===== src/rtl/exc_ctrl_pkg.sv =====
// Shared constants for the exception/ERET sequencer: cause codes, CP0 status
// bit positions and the sequencer state encoding.
package exc_ctrl_pkg;

  localparam logic [4:0] EXC_CAUSE_SYSCALL = 5'd8;
  localparam logic [4:0] EXC_CAUSE_BREAK   = 5'd9;
  localparam logic [4:0] EXC_CAUSE_TEQ     = 5'd13;
  localparam logic [4:0] EXC_CAUSE_INT     = 5'd0;

  localparam int ST_IE  = 0;
  localparam int ST_SYS = 1;
  localparam int ST_BRK = 2;
  localparam int ST_TEQ = 3;
  localparam int ST_INT = 4;

  typedef enum logic [1:0] {
    S_IDLE  = 2'd0,
    S_TRAP  = 2'd1,
    S_ERET  = 2'd2,
    S_REDIR = 2'd3
  } state_t;

endpackage


===== src/rtl/exc_ctrl_int_sync.sv =====
// Multi-flop synchroniser for the external interrupt line plus a rising-edge
// detector on the synchronised level.
module int_sync #(
  parameter int STAGES = 2
) (
  input  logic clk,
  input  logic rst,
  input  logic async_in,
  output logic rise
);

  logic [STAGES-1:0] sync_q;
  logic              prev_q;

  always_ff @(posedge clk) begin
    if (rst) begin
      sync_q <= '0;
      prev_q <= 1'b0;
    end else begin
      sync_q <= {sync_q[STAGES-2:0], async_in};
      prev_q <= sync_q[STAGES-1];
    end
  end

  assign rise = sync_q[STAGES-1] & ~prev_q;

endmodule


===== src/rtl/exc_ctrl.sv =====
// Exception/ERET sequencer feeding CP0: evaluates traps, ERET and a latched
// external interrupt, and emits registered exception/eret/redirect pulses.
module exc_ctrl
  import exc_ctrl_pkg::*;
#(
  parameter int         SYNC_STAGES   = 2,
  parameter logic [4:0] CAUSE_SYSCALL = EXC_CAUSE_SYSCALL,
  parameter logic [4:0] CAUSE_BREAK   = EXC_CAUSE_BREAK,
  parameter logic [4:0] CAUSE_TEQ     = EXC_CAUSE_TEQ,
  parameter logic [4:0] CAUSE_INT     = EXC_CAUSE_INT
) (
  input  logic        clk,
  input  logic        rst,
  input  logic        instr_valid,
  input  logic        syscall_i,
  input  logic        break_i,
  input  logic        teq_i,
  input  logic        teq_eq,
  input  logic        eret_i,
  input  logic        ext_int,
  input  logic [31:0] pc_i,
  input  logic [31:0] status,
  output logic        exception,
  output logic        eret,
  output logic [4:0]  cause,
  output logic [31:0] exc_pc,
  output logic        pc_redirect,
  output logic        stall,
  output logic        int_pending
);

  state_t state;
  logic   int_rise;
  logic   gie, take_sys, take_brk, take_teq, take_eret, take_int, take_trap;
  logic   unused;

  assign unused = ^status[31:5];

  int_sync #(.STAGES(SYNC_STAGES)) u_int_sync (
    .clk      (clk),
    .rst      (rst),
    .async_in (ext_int),
    .rise     (int_rise)
  );

  // ERET has no enable bit of its own and must work with interrupts off,
  // since handlers normally run with the global enable cleared.
  assign gie       = instr_valid & status[ST_IE];
  assign take_sys  = gie & syscall_i & status[ST_SYS];
  assign take_brk  = gie & break_i & status[ST_BRK];
  assign take_teq  = gie & teq_i & teq_eq & status[ST_TEQ];
  assign take_eret = instr_valid & eret_i;
  assign take_int  = gie & int_pending & status[ST_INT];
  assign take_trap = take_sys | take_brk | take_teq;

  always_ff @(posedge clk) begin
    if (rst) begin
      state       <= S_IDLE;
      exception   <= 1'b0;
      eret        <= 1'b0;
      cause       <= '0;
      exc_pc      <= '0;
      pc_redirect <= 1'b0;
      stall       <= 1'b0;
      int_pending <= 1'b0;
    end else begin
      exception   <= 1'b0;
      eret        <= 1'b0;
      pc_redirect <= 1'b0;
      stall       <= 1'b0;
      if (int_rise) int_pending <= 1'b1;
      case (state)
        S_IDLE: begin
          if (take_trap) begin
            state     <= S_TRAP;
            exception <= 1'b1;
            stall     <= 1'b1;
            exc_pc    <= pc_i;
            cause     <= take_sys ? CAUSE_SYSCALL :
                         take_brk ? CAUSE_BREAK : CAUSE_TEQ;
          end else if (take_eret) begin
            state       <= S_ERET;
            eret        <= 1'b1;
            pc_redirect <= 1'b1;
            stall       <= 1'b1;
          end else if (take_int) begin
            state       <= S_TRAP;
            exception   <= 1'b1;
            stall       <= 1'b1;
            exc_pc      <= pc_i;
            cause       <= CAUSE_INT;
            int_pending <= 1'b0;
          end
        end
        S_TRAP: begin
          state       <= S_REDIR;
          pc_redirect <= 1'b1;
          stall       <= 1'b1;
        end
        default: state <= S_IDLE;
      endcase
    end
  end

endmodule


===== config.mk =====
export PLATFORM = sky130hd
export DESIGN_NAME = exc_ctrl
export DESIGN_NICKNAME = d
export VERILOG_FILES = /design/src/rtl/exc_ctrl_pkg.sv /design/src/rtl/exc_ctrl_int_sync.sv /design/src/rtl/exc_ctrl.sv
export SDC_FILE = /design/constraint.sdc
export NUM_CORES = 1
export LEC_CHECK = 0
export BUFFER_PORTS_ARGS = -buffer_cell sky130_fd_sc_hd__buf_4
export CAP_MARGIN = 25
export CORE_AREA = 2 2 67 69
export CTS_CLUSTER_SIZE = 10
export DETAILED_ROUTE_END_ITERATION = 8
export DIE_AREA = 0 0 69 71
export PLACE_DENSITY = 0.82
export SYNTH_ARGS = -nofsm -noshare
export SYNTH_HDL_FRONTEND = slang
export SYNTH_HIERARCHICAL = 1
export SYNTH_SLANG_ARGS = --single-unit

===== constraint.sdc =====
create_clock -name clk -period 1.43 [get_ports clk]
set_input_delay 0.0715 -clock clk [delete_from_list [all_inputs] [get_ports clk]]
set_output_delay 0.0715 -clock clk [all_outputs]
set_load 0.05 [all_outputs]

==> reports/results.tsv <==
metric	value	unit
status	complete, no violations	
Mapped Cells	193	
initial drt markers	62	
reg2reg setup slack	0.10	ns
Sink Count	45	
Antenna Nets Post-Route	0	
Via Count	1582	
routed vias/inst	4.72	
Mapped Area	0.00168	sq mm
Layout Skew	0.00327	ns
final worst path period share	92.9	%
# DRC	0	
CTS max path bufs	2	
Final Critical Period	1.33	ns
first-pass GRT wire length	6.62	mm
port bufs	85	
final hold violation count	0	
antenna cells	0	
CP Capture Point	exc_pc[13]	
die height	71	um
RePlAce Congestion	0.800	
RSZ-0062 raised after global routing	no	
register area share after synthesis	53.7	%
Inst Count DP	326	
Critical Path RT	1.65	ns
Peak Freq	0.752	GHz
CTS buffer count	5	
crit path from	state[1]	
CTS Root Cell	clkbuf_8	
H-tree depth	2	
post-synth cell types	32	
fin cells	335	
I/O pin total	115	
fin util	58.5	%
Peak supply drop	0.569	mV
grt ovf	0	
worst-path maximum fanout	18	
endpoints failing setup	0	
CTS tree	built	
Reg clk slew, reported paths	0.08	ns
Max Slew Vio Count	0	
WP data arrival	1.54	ns
min-delay worst type	input pin to flip-flop	
router iterations before antenna repair	4	
ratio of cells with drive above 1 in the final layout	38.2	%
NumNets Final	355	
FF+latch count, synth	45	
Die ar.	0.00490	sq mm
drt wl/cell	12.0	um
Avg Cell Area, Syn	8.70	sq um
worst-skew pair later-pin latency	0.28	ns
worst reg2reg startpoint	state[1]	
reg2reg path depth	6	
Die X	69	um
initial antenna violation count	0	
GRT Resource Usage Total	16.4	%
# rows	24	
largest net degree at the start of global routing	45	
Worst setup SP type	flip-flop	
Total Wirelength	4.01	mm
crit path capture type	flip-flop	
Max-Cap Viols	0	
Core Area	0.00420	sq mm
Power Total	2.60	mW
Leak Pwr	1.07	nW
WS Path Type	flip-flop to flip-flop	
number of global-route vias before repair	1511	
Area Growth Syn to Fin	46.4	%
power per cell area	1060	mW/mm^2
Worst R2R End	exc_pc[13]	
synth warn	6	
Initial Utilization	39.9	%
HPWL after detailed placement	2.89	mm
[cell usage in the layout, fill, tap and decap left out, types with 2 or more instances in the layout]
cell type / n
a32oi_1: 2
nor2b_1: 4
buf_4: 90
clkbuf_1: 3
nor2_1: 5
dfxtp_1: 44
buf_6: 2
nand3_1: 2
nor3_1: 3
a21oi_1: 29
clkbuf_8: 5
conb_1: 2
nand2_1: 67
a21oi_2: 4
[registers in the layout, summed over array words and instances (netlist names)]
signal,flops
pc_redirect,1
exception,1
eret,1
exc_pc,32
cause,3
int_pending,1
state,2
u_int_sync/sync_q,2
stall,1
u_int_sync/prev_q,1
[worst max-delay path, cell delays in order (launching register included)]
cell and delay, ns:
dfxtp_1 0.33, and4bb_2 0.26, buf_4 0.16, o31ai_4 0.08, buf_6 0.22, nand2_1 0.07, a21oi_1 0.14
[cell type report]
class	instances	area (sq um)
clock buffer	8	80.1
inverter	1	3.75
tap	52	65.1
timing repair buffer	93	708
multi-input combinational	136	699
fill	409	1750
sequential	45	902
[through the flow]
stage | hold slack (ns) | worst slack [ns] | TNS (ns) | cell area (sq um)
global route | 0.0224 | 0.00274 | 0 | 2460
CTS | 0.0187 | 0.0541 | 0 | 2450
finish | 0.0263 | 0.101 | 0 | 2460
floorplan | 0.143 | 0.0191 | 0 | 1680
global placement | 0.283 | -0.0604 | -1.22 | 2350
detailed placement | 0.290 | -0.112 | -2.68 | 2350
[worst min path at each step]
stage | endpoint | startpoint | slack (ns) | cells past startpoint
global route | exc_pc[4] | pc_i[4] | 0.02 | 3
detailed placement | u_int_sync/sync_q[0] | ext_int | 0.29 | 2
finish | exc_pc[16] | pc_i[16] | 0.03 | 3
global placement | u_int_sync/sync_q[0] | ext_int | 0.28 | 2
CTS | exc_pc[16] | pc_i[16] | 0.02 | 3
floorplan | u_int_sync/prev_q | rst | 0.14 | 1
[Yosys cell counts (all sizes together)]
cell type / number / area share, %
conb: 1 / 0.22
a211oi: 1 / 0.45
o311a: 1 / 0.67
o31a: 1 / 0.60
inv: 1 / 0.22
nand2: 67 / 15
nor3: 3 / 0.89
o32ai: 1 / 0.52
dfxtp: 45 / 54
o31ai: 1 / 1.3
or3: 1 / 0.37
clkbuf: 4 / 0.89
nor2: 5 / 1.1
a311oi: 1 / 0.52
a22o: 1 / 1.0
and3b: 1 / 0.52
and2: 1 / 0.37
a32oi: 2 / 1.0
a31oi: 1 / 0.37
nand4: 1 / 0.37
a21oi: 33 / 11
and3: 1 / 0.37
and4bb: 1 / 0.75
nand3: 2 / 0.60
buf: 8 / 4.2
a22oi: 1 / 0.45
a21o: 1 / 0.45
o21ai: 1 / 0.30
nor2b: 5 / 2.0
[cell families after synthesis]
group / synth area share [%]
AND/OR/NAND/NOR: 22.4
other: 0.223
flip-flops: 53.7
AO/OA/AOI/OAI: 18.4
buffers and inverters: 5.36
[power by group]
| part | internal (mW) | switching (mW) |
|---|---|---|
| registers | 1.31 | 0.0245 |
| clock network | 0.347 | 0.388 |
| logic | 0.207 | 0.322 |
[metal layers]
| layer | global-route usage (%) | part of all wire, % | wire length [um] | vias up |
|---|---|---|---|---|
| met2 | 27.9 | 48 | 1940 | 51 |
| met5 | 0 | 0 | 0 | - |
| met1 | 20.5 | 45 | 1830 | 715 |
| li1 | - | - | - | 814 |
| met4 | 4.14 | 0.35 | 14 | 0 |
| met3 | 4.84 | 5.7 | 228 | 2 |
[repair_timing]
action	4_1_cts	5_1_grt
gates resized for setup	1	2
hold buffers	1	0
cloned	0	0
setup endpoints to repair	32	13
endpoints found under the hold margin	1	0
setup buffers	0	0
Power figures use the tool's default switching activity.
